===== src/rtl/arith_pkg.sv =====
// Shared arithmetic definitions: default operand width and the serial
// controller state encoding.
package arith_pkg;

  localparam int DEFAULT_WIDTH = 8;

  typedef enum logic [1:0] {
    IDLE  = 2'd0,
    SHIFT = 2'd1,
    DONE  = 2'd2
  } state_t;

endpackage


===== src/rtl/serial_subtractor_if.sv =====
// Operand/result bundle for the bit-serial subtractor; master drives
// operands and consumes results, slave is the subtractor.
interface serial_subtractor_if #(
  parameter int WIDTH = arith_pkg::DEFAULT_WIDTH
);

  // Handshake: a transfer happens on a rising clk edge where valid and ready
  // are both high. A source holds valid and its payload until that edge; the
  // payload is only meaningful while valid is high.
  logic             in_valid;
  logic             in_ready;
  logic [WIDTH-1:0] a;
  logic [WIDTH-1:0] b;
  logic             out_valid;
  logic             out_ready;
  logic [WIDTH-1:0] diff;
  logic             borrow;
  logic             ovf;
  logic             zero;

  modport master (
    output in_valid, a, b, out_ready,
    input  in_ready, out_valid, diff, borrow, ovf, zero
  );

  modport slave (
    input  in_valid, a, b, out_ready,
    output in_ready, out_valid, diff, borrow, ovf, zero
  );

endinterface


===== src/rtl/full_subtractor.sv =====
// One-bit full subtractor cell: D = A - B - Bin, Bout is the borrow out.
module full_subtractor (
  input  logic A,
  input  logic B,
  input  logic Bin,
  output logic Bout,
  output logic D
);

  assign D    = A ^ B ^ Bin;
  assign Bout = (~A & B) | (~(A ^ B) & Bin);

endmodule


===== src/rtl/serial_subtractor.sv =====
// Bit-serial two's-complement subtractor: a - b computed LSB-first through a
// single full-subtractor cell, with borrow/overflow/zero flags.
module serial_subtractor
  import arith_pkg::*;
#(
  parameter int WIDTH = DEFAULT_WIDTH
) (
  input  logic                clk,
  input  logic                reset,
  serial_subtractor_if.slave  bus,
  output state_t              state_dbg
);

  localparam int CNT_W = (WIDTH > 1) ? $clog2(WIDTH) : 1;

  state_t           state_q;
  state_t           state_d;
  logic [CNT_W-1:0] count_q;
  logic [WIDTH-1:0] a_sh;
  logic [WIDTH-1:0] b_sh;
  logic [WIDTH-1:0] res_q;
  logic [WIDTH-1:0] diff_q;
  logic             bin_q;
  logic             a_msb_q;
  logic             b_msb_q;
  logic             borrow_q;
  logic             ovf_q;
  logic             zero_q;
  logic             out_valid_q;
  logic             d_bit;
  logic             bout_bit;
  logic             accept;
  logic             last_bit;
  logic             release_out;

  full_subtractor u_fs (
    .A    (a_sh[0]),
    .B    (b_sh[0]),
    .Bin  (bin_q),
    .Bout (bout_bit),
    .D    (d_bit)
  );

  assign accept      = (state_q == IDLE) & bus.in_valid;
  assign last_bit    = (state_q == SHIFT) & (count_q == CNT_W'(WIDTH - 1));
  assign release_out = (state_q == DONE) & out_valid_q & bus.out_ready;

  always_comb begin
    state_d = state_q;
    case (state_q)
      IDLE:    if (accept)      state_d = SHIFT;
      SHIFT:   if (last_bit)    state_d = DONE;
      DONE:    if (release_out) state_d = IDLE;
      default:                  state_d = IDLE;
    endcase
  end

  always_ff @(posedge clk) begin
    if (reset) state_q <= IDLE;
    else       state_q <= state_d;
  end

  always_ff @(posedge clk) begin
    if (reset) begin
      count_q     <= '0;
      a_sh        <= '0;
      b_sh        <= '0;
      res_q       <= '0;
      diff_q      <= '0;
      bin_q       <= 1'b0;
      a_msb_q     <= 1'b0;
      b_msb_q     <= 1'b0;
      borrow_q    <= 1'b0;
      ovf_q       <= 1'b0;
      zero_q      <= 1'b0;
      out_valid_q <= 1'b0;
    end else begin
      case (state_q)
        IDLE: begin
          if (accept) begin
            a_sh    <= bus.a;
            b_sh    <= bus.b;
            res_q   <= '0;
            bin_q   <= 1'b0;
            count_q <= '0;
            a_msb_q <= bus.a[WIDTH-1];
            b_msb_q <= bus.b[WIDTH-1];
          end
        end
        SHIFT: begin
          a_sh  <= a_sh >> 1;
          b_sh  <= b_sh >> 1;
          res_q <= {d_bit, res_q[WIDTH-1:1]};
          bin_q <= bout_bit;
          if (!last_bit) count_q <= count_q + CNT_W'(1);
        end
        DONE: begin
          // First DONE cycle publishes the completed result and its flags;
          // afterwards everything is held until the consumer takes it.
          if (!out_valid_q) begin
            diff_q      <= res_q;
            borrow_q    <= bin_q;
            ovf_q       <= (a_msb_q != b_msb_q) && (res_q[WIDTH-1] != a_msb_q);
            zero_q      <= (res_q == '0);
            out_valid_q <= 1'b1;
          end else if (bus.out_ready) begin
            out_valid_q <= 1'b0;
          end
        end
        default: ;
      endcase
    end
  end

  assign bus.in_ready  = (state_q == IDLE);
  assign bus.out_valid = out_valid_q;
  assign bus.diff      = diff_q;
  assign bus.borrow    = borrow_q;
  assign bus.ovf       = ovf_q;
  assign bus.zero      = zero_q;
  assign state_dbg     = state_q;

endmodule


===== src/flat_wrapper.sv =====
// flat-port wrapper written by rule: the top's interface ports become plain ports
module serial_subtractor_flat import arith_pkg::*;
#(
  parameter int WIDTH = DEFAULT_WIDTH
)
  (clk, reset, state_dbg, bus_in_valid, bus_a, bus_b, bus_out_ready, bus_in_ready, bus_out_valid, bus_diff, bus_borrow, bus_ovf, bus_zero);
  serial_subtractor_if #(.WIDTH(WIDTH)) bus_i ();
  input  logic clk;
  input  logic reset;
  output state_t state_dbg;
  input wire logic [$bits(bus_i.in_valid)-1:0] bus_in_valid;
  input wire logic [$bits(bus_i.a)-1:0] bus_a;
  input wire logic [$bits(bus_i.b)-1:0] bus_b;
  input wire logic [$bits(bus_i.out_ready)-1:0] bus_out_ready;
  output wire logic [$bits(bus_i.in_ready)-1:0] bus_in_ready;
  output wire logic [$bits(bus_i.out_valid)-1:0] bus_out_valid;
  output wire logic [$bits(bus_i.diff)-1:0] bus_diff;
  output wire logic [$bits(bus_i.borrow)-1:0] bus_borrow;
  output wire logic [$bits(bus_i.ovf)-1:0] bus_ovf;
  output wire logic [$bits(bus_i.zero)-1:0] bus_zero;
  assign bus_i.in_valid = bus_in_valid;
  assign bus_i.a = bus_a;
  assign bus_i.b = bus_b;
  assign bus_i.out_ready = bus_out_ready;
  assign bus_in_ready = bus_i.in_ready;
  assign bus_out_valid = bus_i.out_valid;
  assign bus_diff = bus_i.diff;
  assign bus_borrow = bus_i.borrow;
  assign bus_ovf = bus_i.ovf;
  assign bus_zero = bus_i.zero;
  serial_subtractor #(.WIDTH(WIDTH)) u_core (.clk(clk), .reset(reset), .bus(bus_i), .state_dbg(state_dbg));
endmodule

===== config.mk =====
export PLATFORM = sky130hd
export DESIGN_NAME = serial_subtractor_flat
export DESIGN_NICKNAME = d
export VERILOG_FILES = /design/src/rtl/arith_pkg.sv /design/src/rtl/serial_subtractor_if.sv /design/src/rtl/full_subtractor.sv /design/src/rtl/serial_subtractor.sv /design/src/flat_wrapper.sv
export SDC_FILE = /design/constraint.sdc
export NUM_CORES = 1
export LEC_CHECK = 0
export ABC_AREA = 1
export BUFFER_PORTS_ARGS = -buffer_cell sky130_fd_sc_hd__buf_4
export CAP_MARGIN = 15
export CORE_UTILIZATION = 54
export CTS_CLUSTER_DIAMETER = 150
export DETAILED_ROUTE_END_ITERATION = 6
export GPL_TIMING_DRIVEN = 0
export PLACE_DENSITY = 0.78
export SYNTH_ARGS = -nofsm -noshare
export SYNTH_HDL_FRONTEND = slang
export SYNTH_SLANG_ARGS = --single-unit

===== constraint.sdc =====
create_clock -name clk -period 1.7 [get_ports clk]
set_input_delay 0.17 -clock clk [delete_from_list [all_inputs] [get_ports clk]]
set_output_delay 0.17 -clock clk [all_outputs]
set_load 0.1 [all_outputs]

==> impl_summary.md <==
Routing
The average routed wire per standard cell is 10.28 um. The first detailed-routing pass ran for 6 iterations. The violation count after the first detailed-route iteration is 59. The highest layer touched by signal routing is met4. The overall routed net length is 3651 um. Wire segments on met2 add up to 1709 um in the final route. After detailed routing, the wire length on met1 is 1691 um. The remaining antenna violation count is 0.

The wire length on met3 is 148 um. After detailed routing, the number of remaining DRC violations is 2. The number of vias per cell is 4.780.

The number of vias in the routed layout is 1697.

Setup path
The nature of the critical path startpoint is a flip-flop. In this run the register-to-register setup slack is 0.38 ns. Data on the critical path is required at its endpoint by 1.53 ns. Counting cells, the worst reg-to-reg path comes to 4. The worst endpoint data arrival time is 1.15 ns. STA classifies the critical path endpoint as an output port. The critical path is of the flip-flop to output port type. Of all nets on the critical path, the largest fanout is 5.

Global routing
Global routing consumed, over all layers together, 23.00% of the routing resources. The first-pass GRT wire length is 6189 um. Entering global routing, the biggest net connects 14 pins. The via count of the first global-routing pass came to 1480. The initial antenna violation count is 0.

For this run the aggregate overflow at the end of global routing stands at 0.

Outcome
The run finished, with violations left. The checks that failed: design-rule violations.

Placed design
The last weighted congestion value of the routability-driven placer is 0.7475. The half-perimeter wire length of the detailed placement result is 2637 um. During placement, the flow inserted port buffers numbering 33.

Floorplanning
The floorplan die area is 0.003742 sq mm. The die is 61.17 um tall. The area of the core is 0.003337 sq mm.

In this run the core area contains 21 standard-cell rows. The number of primary I/O pins is 35. From left edge to right edge, the die measures 61.17 um. The starting density of the core is 56.66%.

STA
Measured against its own limit, the worst slew margin works out to 68.92%. The total negative slack is 0 ns. The ratio of final minimum period to clock period is 77.78%. The minimum hold slack is 0.06972 ns. At the pin with the least slew margin, the transition time is 0.4661 ns. The final setup violation count is 0.

The clock period could shrink to 1.322 ns. The maximum clock rate is 0.7562 GHz. The total count of hold-check failures in the final report was 0. Setup repair after global routing left no endpoint under its margin.

Across the routed clock network, the largest skew measured is 0.007826 ns. The final count of pins violating max slew is 0.

Synthesis
By area the synthesized netlist is led by dfxtp_1 (47%), nand2_1 (19%), nor2_1 (9.7%). Summed over all instances, the cell type with the most area after synthesis is dfxtp_1. The synthesized netlist occupies a cell area of 0.001891 sq mm. The synthesized netlist net count is 291. The post-synthesis area per instance is 7.054 sq um. The total of warnings raised by yosys is 0. Synthesis inferred 44 register bits. The share of the synthesized area in the top cell type is 46.59%. Yosys mapped the design onto 22 distinct sky130hd cell types. The post-synthesis sequential area ratio is 46.59%. After technology mapping, the gate count stands at 268.

Power and ir drop
The highest ir drop seen on vdd is 0.6357 mV. After layout, the design draws a total of 1.960 mW. The total power density per cell area is 862.8 mW/mm^2. The analysis attributes to cell leakage a power of 1.020 nW.

Clocking
Buffers inserted during clock tree synthesis total 5. For the worst-skew pair, the clock arrives at the later sink with an insertion delay of 0.36 ns. The total number of clock tree sinks is 44. The clock-pin transition on the worst setup and hold timing paths is 0.12 ns. The maximum level of the CTS H-tree is 2. Post-CTS repair changed the size of 0 cells. The clock passes through at most 2 buffers. Hold repair after CTS inserted 0 buffers.

Once the clock tree was built, the setup fixing pass inserted 0 buffers. The tree is rooted in a clkbuf_4. The TritonCTS clock tree is built.

Cells and area
The layout cell share with drive strength beyond 1 is 20.06%. In the layout the commonest cells are nand2_1 (96), nor2_1 (48), dfxtp_1 (42). Leaving out fill and tap cells, the most frequent cell in the layout is nand2_1.

The post-layout net count is 331. 0 antenna diodes ended up in the layout. The number of filler cells placed in the layout is 312. Relative to the synthesized area, the layout overhead comes to 20.19%.

Job
The max-capacitance violation count is 0.

Worst hold path
The worst hold path belongs to the class input pin to flip-flop. Along the worst hold path, the cell count comes to 2.
## metrics by stage
stage,area [sq um],worst slack (ns),util (%),cells
4_1_cts,2272,0.3594,68.09,355
5_1_grt,2272,0.2894,68.09,355
6_report,2272,0.3777,68.09,355
2_1_floorplan,1906,0.01016,-,268
3_5_place_dp,2211,0.4035,66.25,347
3_3_place_gp,2211,0.4141,66.25,347
## where the power goes
group	internal, mW	switching, mW
logic	0.124	0.195
clock network	0.197	0.330
registers	1.08	0.0326
## cell families (layout without fill, tap and decap cells)
| kind of cell | after synthesis | after routing | synth area share [%] |
|---|---|---|---|
| and+or+nand+nor | 155 | 155 | 32.63 |
| DFF | 44 | 44 | 46.59 |
| buffers and inverters | 25 | 66 | 6.948 |
| adders and majority gates | 3 | 3 | 2.382 |
| AOI/OAI and AO/OA | 41 | 41 | 11.45 |
## sequential cells by signal, summed over array words and instances, names as in the netlist
register and cells:
u_core.a_sh 8, u_core.b_sh 8, u_core.bus.diff 8, u_core.res_q 8
u_core.count_q 3, u_core.state_dbg 2, u_core.a_msb_q 1, u_core.b_msb_q 1
u_core.bin_q 1, u_core.bus.borrow 1, u_core.bus.out_valid 1, u_core.bus.ovf 1
u_core.bus.zero 1
## worst paths after layout
check | from | end
max | u_core.state_dbg[0] | bus_in_ready
min | reset | u_core.res_q[7]
max reg2reg | u_core.a_sh[0] | u_core.res_q[7]
min reg2reg | u_core.bus.diff[1] | u_core.bus.diff[1]
## critical path: stages, from the launching register on
cell and delay, ns:
dfxtp_4 0.39, nor2_4 0.11, buf_4 0.29
## routing by layer
layer / vias to the layer above / GRT usage [%]
met5: - / 0
met4: 0 / 10.06
met3: 10 / 7.563
met2: 36 / 38.82
met1: 733 / 26.60
li1: 918 / -
## synthesized netlist by cell type (all sizes together)
cell / instances
buf: 8
nand2: 97
clkbuf: 4
nand3b: 3
dfxtp: 44
nand3: 2
fa: 1
nor2: 51
or2: 1
ha: 2
nor3: 1
inv: 13
a21oi: 25
o21ai: 16
## cell type report
class | count | area (sq um) | area share, %
timing repair buffer | 33 | 247.7 | 10.90
inverter | 13 | 48.80 | 2.148
tap | 46 | 57.56 | 2.533
clock inverter | 2 | 10.01 | 0.4405
multi-input combinational | 199 | 885.9 | 38.99
sequential | 44 | 888.4 | 39.10
clock buffer | 6 | 51.30 | 2.258
buffer | 12 | 82.58 | 3.634
Power figures use the tool's default switching activity.
